$ cat src/rtl/sum_seq_cla_pkg.sv
// ============================================================================
//  Module : sum_seq_cla_pkg
//  Desc   : Shared FSM encodings and the 4-bit carry-lookahead helper for the
//           sequential CLA adder/subtractor.
//  Rev    : 1.0  initial release
// ============================================================================
`default_nettype none

package sum_seq_cla_pkg;

    localparam logic [1:0] S_IDLE = 2'd0;
    localparam logic [1:0] S_RUN  = 2'd1;
    localparam logic [1:0] S_DONE = 2'd2;

    typedef struct packed {
        logic [3:0] c;   // carry into each bit of the group, c[0] = group carry-in
        logic       gg;  // group generate
        logic       gp;  // group propagate
    } cla4_t;

    function automatic cla4_t cla4(input logic [3:0] g, input logic [3:0] p, input logic ci);
        cla4_t r;
        r.c[0] = ci;
        r.c[1] = g[0] | (p[0] & ci);
        r.c[2] = g[1] | (p[1] & g[0]) | (p[1] & p[0] & ci);
        r.c[3] = g[2] | (p[2] & g[1]) | (p[2] & p[1] & g[0]) | (p[2] & p[1] & p[0] & ci);
        r.gg   = g[3] | (p[3] & g[2]) | (p[3] & p[2] & g[1]) | (p[3] & p[2] & p[1] & g[0]);
        r.gp   = &p;
        return r;
    endfunction

endpackage

`default_nettype wire

$ cat src/rtl/sum_seq_cla_if.sv
// ============================================================================
//  Module : sum_seq_cla_if
//  Desc   : Start/done handshake and operand/result bus of the sequential adder.
//  Rev    : 1.0  initial release
// ============================================================================
`default_nettype none

interface sum_seq_cla_if #(
    parameter int WIDTH = 32
);
    logic             start;
    logic [WIDTH-1:0] a;
    logic [WIDTH-1:0] b;
    logic             c_in;
    logic             sub;
    logic             busy;
    logic             done;
    logic [WIDTH-1:0] sum;
    logic             Cout;
    logic             ovf;
    logic             G;
    logic             P;

    modport master (
        output start, a, b, c_in, sub,
        input  busy, done, sum, Cout, ovf, G, P
    );

    modport slave (
        input  start, a, b, c_in, sub,
        output busy, done, sum, Cout, ovf, G, P
    );
endinterface

`default_nettype wire

$ cat src/rtl/cla_slice.sv
// ============================================================================
//  Module : cla_slice
//  Desc   : Combinational SLICE-bit carry-lookahead slice built from 4-bit
//           lookahead groups chained by a group carry unit.
//  Rev    : 1.0  initial release
// ============================================================================
`default_nettype none

module cla_slice
    import sum_seq_cla_pkg::*;
#(
    parameter int SLICE = 8
) (
    input  wire logic [SLICE-1:0] i_a,
    input  wire logic [SLICE-1:0] i_b,
    input  wire logic             i_cin,
    output logic      [SLICE-1:0] o_s,
    output logic                  o_g,
    output logic                  o_p,
    output logic                  o_cout,
    output logic                  o_c_msb
);
    localparam int NG = SLICE / 4;

    logic [SLICE-1:0] w_g;
    logic [SLICE-1:0] w_p;
    logic [SLICE-1:0] w_c;
    logic             w_gacc;
    logic             w_pacc;
    logic             w_cout;

    assign w_g = i_a & i_b;
    assign w_p = i_a ^ i_b;

    always_comb begin
        logic  c;
        cla4_t r;
        w_c    = '0;
        w_gacc = 1'b0;
        w_pacc = 1'b1;
        r      = '0;
        c      = i_cin;
        for (int k = 0; k < NG; k++) begin
            r              = cla4(w_g[4*k +: 4], w_p[4*k +: 4], c);
            w_c[4*k +: 4]  = r.c;
            w_gacc         = r.gg | (r.gp & w_gacc);
            w_pacc         = w_pacc & r.gp;
            c              = r.gg | (r.gp & c);
        end
        w_cout = c;
    end

    assign o_s     = w_p ^ w_c;
    assign o_g     = w_gacc;
    assign o_p     = w_pacc;
    assign o_cout  = w_cout;
    assign o_c_msb = w_c[SLICE-1];

endmodule

`default_nettype wire

$ cat src/rtl/sum_seq_cla.sv
// ============================================================================
//  Module : sum_seq_cla
//  Desc   : Multi-cycle CLA adder/subtractor, one SLICE-bit slice per clock,
//           with start/done handshake, carry-out, overflow and word G/P.
//  Rev    : 1.0  initial release
// ============================================================================
`default_nettype none

module sum_seq_cla
    import sum_seq_cla_pkg::*;
#(
    parameter int WIDTH = 32,
    parameter int SLICE = 8
) (
    input  wire logic  clk,
    input  wire logic  reset,
    sum_seq_cla_if.slave bus
);
    localparam int             N      = WIDTH / SLICE;
    localparam int             IW     = $clog2(N);
    localparam logic [IW-1:0]  C_LAST = IW'(N - 1);

    logic [1:0]       r_state;
    logic [IW-1:0]    r_idx;
    logic [WIDTH-1:0] r_a;
    logic [WIDTH-1:0] r_b;
    logic             r_carry;
    logic             r_gacc;
    logic             r_pacc;
    logic [WIDTH-1:0] r_sum_sh;
    logic [WIDTH-1:0] r_sum;
    logic             r_cout;
    logic             r_ovf;
    logic             r_g;
    logic             r_p;

    logic [SLICE-1:0] w_s;
    logic             w_g;
    logic             w_p;
    logic             w_cout;
    logic             w_c_msb;
    logic             w_gacc_nxt;
    logic             w_pacc_nxt;
    logic [WIDTH-1:0] w_sum_nxt;

    // Operands shift right each RUN cycle so the active slice is always the low bits
    cla_slice #(
        .SLICE (SLICE)
    ) u_slice (
        .i_a     (r_a[SLICE-1:0]),
        .i_b     (r_b[SLICE-1:0]),
        .i_cin   (r_carry),
        .o_s     (w_s),
        .o_g     (w_g),
        .o_p     (w_p),
        .o_cout  (w_cout),
        .o_c_msb (w_c_msb)
    );

    assign w_gacc_nxt = w_g | (w_p & r_gacc);
    assign w_pacc_nxt = r_pacc & w_p;
    assign w_sum_nxt  = {w_s, r_sum_sh[WIDTH-1:SLICE]};

    always_ff @(posedge clk or posedge reset) begin
        if (reset) begin
            r_state  <= S_IDLE;
            r_idx    <= '0;
            r_a      <= '0;
            r_b      <= '0;
            r_carry  <= 1'b0;
            r_gacc   <= 1'b0;
            r_pacc   <= 1'b0;
            r_sum_sh <= '0;
            r_sum    <= '0;
            r_cout   <= 1'b0;
            r_ovf    <= 1'b0;
            r_g      <= 1'b0;
            r_p      <= 1'b0;
        end else begin
            case (r_state)
                S_RUN: begin
                    r_a      <= r_a >> SLICE;
                    r_b      <= r_b >> SLICE;
                    r_carry  <= w_cout;
                    r_gacc   <= w_gacc_nxt;
                    r_pacc   <= w_pacc_nxt;
                    r_sum_sh <= w_sum_nxt;
                    if (r_idx == C_LAST) begin
                        r_idx   <= '0;
                        r_sum   <= w_sum_nxt;
                        r_cout  <= w_cout;
                        r_ovf   <= w_c_msb ^ w_cout;
                        r_g     <= w_gacc_nxt;
                        r_p     <= w_pacc_nxt;
                        r_state <= S_DONE;
                    end else begin
                        r_idx   <= r_idx + 1'b1;
                    end
                end
                default: begin
                    if (bus.start) begin
                        r_a     <= bus.a;
                        r_b     <= bus.sub ? ~bus.b : bus.b;
                        r_carry <= bus.sub ? 1'b1 : bus.c_in;
                        r_idx   <= '0;
                        r_gacc  <= 1'b0;
                        r_pacc  <= 1'b1;
                        r_state <= S_RUN;
                    end else begin
                        r_state <= S_IDLE;
                    end
                end
            endcase
        end
    end

    assign bus.busy = (r_state == S_RUN);
    assign bus.done = (r_state == S_DONE);
    assign bus.sum  = r_sum;
    assign bus.Cout = r_cout;
    assign bus.ovf  = r_ovf;
    assign bus.G    = r_g;
    assign bus.P    = r_p;

endmodule

`default_nettype wire
$ cat src/flat_wrapper.sv
// flat-port wrapper written by rule: the top's interface ports become plain ports
module sum_seq_cla_flat import sum_seq_cla_pkg::*;
#(
    parameter int WIDTH = 32,
    parameter int SLICE = 8
)
  (clk, reset, bus_start, bus_a, bus_b, bus_c_in, bus_sub, bus_busy, bus_done, bus_sum, bus_Cout, bus_ovf, bus_G, bus_P);
  sum_seq_cla_if #(.WIDTH(WIDTH)) bus_i ();
  input  wire logic clk;
  input  wire logic reset;
  input wire logic [$bits(bus_i.start)-1:0] bus_start;
  input wire logic [$bits(bus_i.a)-1:0] bus_a;
  input wire logic [$bits(bus_i.b)-1:0] bus_b;
  input wire logic [$bits(bus_i.c_in)-1:0] bus_c_in;
  input wire logic [$bits(bus_i.sub)-1:0] bus_sub;
  output wire logic [$bits(bus_i.busy)-1:0] bus_busy;
  output wire logic [$bits(bus_i.done)-1:0] bus_done;
  output wire logic [$bits(bus_i.sum)-1:0] bus_sum;
  output wire logic [$bits(bus_i.Cout)-1:0] bus_Cout;
  output wire logic [$bits(bus_i.ovf)-1:0] bus_ovf;
  output wire logic [$bits(bus_i.G)-1:0] bus_G;
  output wire logic [$bits(bus_i.P)-1:0] bus_P;
  assign bus_i.start = bus_start;
  assign bus_i.a = bus_a;
  assign bus_i.b = bus_b;
  assign bus_i.c_in = bus_c_in;
  assign bus_i.sub = bus_sub;
  assign bus_busy = bus_i.busy;
  assign bus_done = bus_i.done;
  assign bus_sum = bus_i.sum;
  assign bus_Cout = bus_i.Cout;
  assign bus_ovf = bus_i.ovf;
  assign bus_G = bus_i.G;
  assign bus_P = bus_i.P;
  sum_seq_cla #(.WIDTH(WIDTH), .SLICE(SLICE)) u_core (.clk(clk), .reset(reset), .bus(bus_i));
endmodule
$ cat config.mk
export PLATFORM = sky130hd
export DESIGN_NAME = sum_seq_cla_flat
export DESIGN_NICKNAME = d
export VERILOG_FILES = /design/src/rtl/sum_seq_cla_pkg.sv /design/src/rtl/sum_seq_cla_if.sv /design/src/rtl/cla_slice.sv /design/src/rtl/sum_seq_cla.sv /design/src/flat_wrapper.sv
export SDC_FILE = /design/constraint.sdc
export NUM_CORES = 1
export LEC_CHECK = 0
export ABC_CLOCK_PERIOD_IN_PS = 4970
export CORE_ASPECT_RATIO = 0.75
export CORE_MARGIN = 5
export CORE_UTILIZATION = 55
export CTS_BUF_LIST = sky130_fd_sc_hd__clkbuf_4
export DETAILED_ROUTE_END_ITERATION = 8
export GPL_TIMING_DRIVEN = 0
export HOLD_SLACK_MARGIN = 0.02
export PLACE_DENSITY_LB_ADDON = 0.2
export SETUP_SLACK_MARGIN = 0.05
export SLEW_MARGIN = 20
export SYNTH_ARGS = -nofsm -noshare
export SYNTH_HDL_FRONTEND = slang
export SYNTH_SLANG_ARGS = --single-unit
$ cat constraint.sdc
create_clock -name clk -period 4.97 [get_ports clk]
set_clock_uncertainty 0.05 [all_clocks]
set_input_delay 0.994 -clock clk [delete_from_list [all_inputs] [get_ports clk]]
set_output_delay 0.994 -clock clk [all_outputs]
set_load 0.01 [all_outputs]
==> impl_metrics.env <==
export IMPL_cts_post_setup_buffers_inserted=0
export IMPL_power_net_switching_mw=1.75
export IMPL_post_syn_area_per_cell_um2=10.2
export IMPL_cts_buffers_inserted=17
export IMPL_route_vias_total=4623
export IMPL_drive_above_1_share_pct=11.9
export IMPL_fin_nets=788
export IMPL_grt_start_max_net_pins=68
export IMPL_globalplace_congestion=0.900
export IMPL_synth_largest_area_cell="dfrtp_1"
export IMPL_combPwrFrac_pct=44.2
export IMPL_ys_warn_count=0
export IMPL_final_max_slew_viol_count=0
export IMPL_clkLatencyLatePin_ns=0.51
export IMPL_synthesized_nets=664
export IMPL_seq_area_frac_synth_pct=54.9
export IMPL_arrival_ns=2.44
export IMPL_grt_overflow=0
export IMPL_ys_async_sr_fraction_pct=100
export IMPL_synth_edff_count=0
export IMPL_run_status="completed"
export IMPL_min_period_ns=3.48
export IMPL_layout_area_seq_um2=3280
export IMPL_yosys_top_cells_count="151 x nand2_1, 131 x dfrtp_1, 84 x o21ai_0"
export IMPL_final_instance_count_excl_fill=861
export IMPL_power_share_clock_pct=13.4
export IMPL_fill_cells=828
export IMPL_max_cap_violations=0
export IMPL_grt_pass1_vias=4753
export IMPL_synth_cell_area_um2=5970
export IMPL_slew_headroom_pct=61.1
export IMPL_yosys_register_bits=131
export IMPL_maximum_ir_drop_on_the_vdd_rail_mv=0.281
export IMPL_synth_cell_types=36
export IMPL_p_per_area_nw_per_um2=584
export IMPL_wl_per_cell_um=16.8
export IMPL_first_iter_violations=381
export IMPL_synthMostInstantiatedCell="nand2_1"
export IMPL_ant_nets=0
export IMPL_rsz0062_at_grt="false"
export IMPL_design_power_total_mw=4.35
export IMPL_clock_sinks=131
export IMPL_cts_tree="built"
export IMPL_io_pins=107
export IMPL_crit_path_class="reg -> out"
export IMPL_die_height_um=100
export IMPL_sw_frac_of_total_pct=40.2
export IMPL_n_antenna_cell=0
export IMPL_cts_hold_buffers_added=0
export IMPL_relative_area_change_from_synthesis_to_final_layout_pct=24.6
export IMPL_cts_path_max_buffers=2
export IMPL_dieWidth_um=130
export IMPL_detail_route_first_pass_iterations=5
export IMPL_dpl_cell_count=829
export IMPL_finalHoldViolCount=0
export IMPL_via_per_inst=5.37
export IMPL_cp_start_kind="register"
export IMPL_total_area_of_multi_input_combinational_cells_um2=2450
export IMPL_finalSetupViolations=0
export IMPL_ctsRootBufferMaster="clkbuf_4"
export IMPL_drt_wl_total_um=14400
export IMPL_antenna_violations_before_repair=0
export IMPL_core_area_um2=10800
export IMPL_ys_flop_type="dfrtp_1"
export IMPL_crit_fanout=10
export IMPL_placed_wire_length_estimate_um=10900
export IMPL_finalCritPeriodShare_pct=70.0
export IMPL_p_int_mw=2.60
export IMPL_drc_errors=0
export IMPL_fmax_mhz=287
export IMPL_grt_first_pass_wirelength_um=23400
export IMPL_timing_critical_path_required_ns=3.93
export IMPL_grt_use_total_pct=23.4
export IMPL_die_area_um2=13100
export IMPL_core_rowCount=33
export IMPL_synth_area_leaders="dfrtp_1 55%, nand2_1 9.5%, o21ai_0 7.0%"
export IMPL_power_leakage_nw=3.39
export IMPL_transition_time_at_the_pin_with_the_least_slew_margin_ns=0.583
export IMPL_hp_class="reg -> reg"
export IMPL_worst_setup_path_end_kind="primary output"
export IMPL_syn_inst=584
export IMPL_cts_resized=0
export IMPL_yosys_area_top_type_share_pct=54.9
export IMPL_initial_utilization_pct=55.4
export IMPL_port_buffer_count=104
export IMPL_power_frac_seq_pct=42.4
export IMPL_ctsHtreeMaxLevel=4
export IMPL_cts_clk_slew_worst_paths_ns=0.11
[metrics by stage]
stage / util, % / setup WS [ns] / hold WS, ns / setup TNS (ns) / area [um2]
final: 69.0 / 1.49 / 0.431 / 0 / 7440
after global routing: 69.0 / 1.35 / 0.466 / 0 / 7440
after CTS: 69.0 / 1.44 / 0.436 / 0 / 7440
after detailed placement: 67.0 / 2.03 / 0.410 / 0 / 7220
after global placement: 66.7 / -1.20 / 0.407 / -156.91 / 7190
after floorplan: - / 0.428 / 0.392 / 0 / 5970
[layout by cell type (no fill, tap or decap), types with 15 or more instances in the layout]
master,synthesis,layout
buf_2,18,18
clkbuf_1,15,15
clkbuf_4,0,21
clkdlybuf4s50_1,0,104
dfrtp_1,131,131
mux2_2,25,25
mux2i_1,32,32
nand2_1,151,151
nor2_1,20,20
o21ai_0,84,84
xnor2_1,36,36
[state kept, by name (all words and copies together) (netlist names), 2 cells and up]
name	count
u_core.r_sum_sh	24
u_core.r_a	32
u_core.r_b	32
u_core.r_idx	2
u_core.r_state	2
u_core.bus.sum	32
[cells by family (layout without fill, tap and decap cells)]
logic type / Yosys count / in the layout / synth area share (%)
AND/OR/NAND/NOR: 179 / 179 / 11.7
buffers and inverters: 47 / 184 / 3.96
adder cells (fa/ha/maj): 11 / 11 / 2.56
XOR/XNOR: 39 / 39 / 5.72
multiplexers: 57 / 57 / 10.1
AO/OA/AOI/OAI: 120 / 120 / 11.1
flip-flops: 131 / 131 / 54.9
[power groups by stage]
stage	Clock, mW	Sequential, mW	Combinational (mW)
after global placement	0	1.84	1.82
after detailed placement	0	1.86	1.91
after CTS	0.594	1.84	1.92
after floorplan	0	1.82	1.15
final	0.584	1.84	1.92
after global routing	0.644	1.89	2.12
[worst max-delay path, stage by stage, from the launching register on]
cell and delay, ns:
dfrtp_1 0.39, nand2b_1 0.13, buf_2 0.15, inv_2 0.13, buf_2 0.25, buf_2 0.29, clkdlybuf4s50_1 0.59
[metal layers]
layer  global-route usage [%]  vias to the layer above  routed length [um]
li1                         -                     2206                   -
met1                     33.1                     2251                6610
met2                     35.7                      149                6660
met3                     5.00                       17                 957
met4                     8.79                        0                 205
met5                        0                        -                   0
[final cells by class]
class                      instances  share of cell area (%)
buffer                            40                    2.82
clock buffer                      21                    2.12
clock inverter                    11                   0.874
inverter                           7                   0.420
multi-input combinational        406                    33.0
sequential                       131                    44.1
tap                              140                    2.35
timing repair buffer             105                    14.4
[worst paths after layout]
kind	cells past startpoint	start	slack (ns)	to
hold / removal	2	u_core.r_sum_sh[9]	0.43	u_core.r_sum_sh[9]
max in group asynchronous	3	reset	3.24	u_core.r_a[15]
min in group asynchronous	2	reset	0.88	u_core.r_sum_sh[24]
setup reg to reg	6	u_core.r_b[1]	2.60	u_core.bus.sum[29]
setup / recovery	6	u_core.r_state[1]	1.49	bus_busy
hold reg to reg	2	u_core.r_sum_sh[9]	0.43	u_core.r_sum_sh[9]
(Power assumes the default switching activity.)
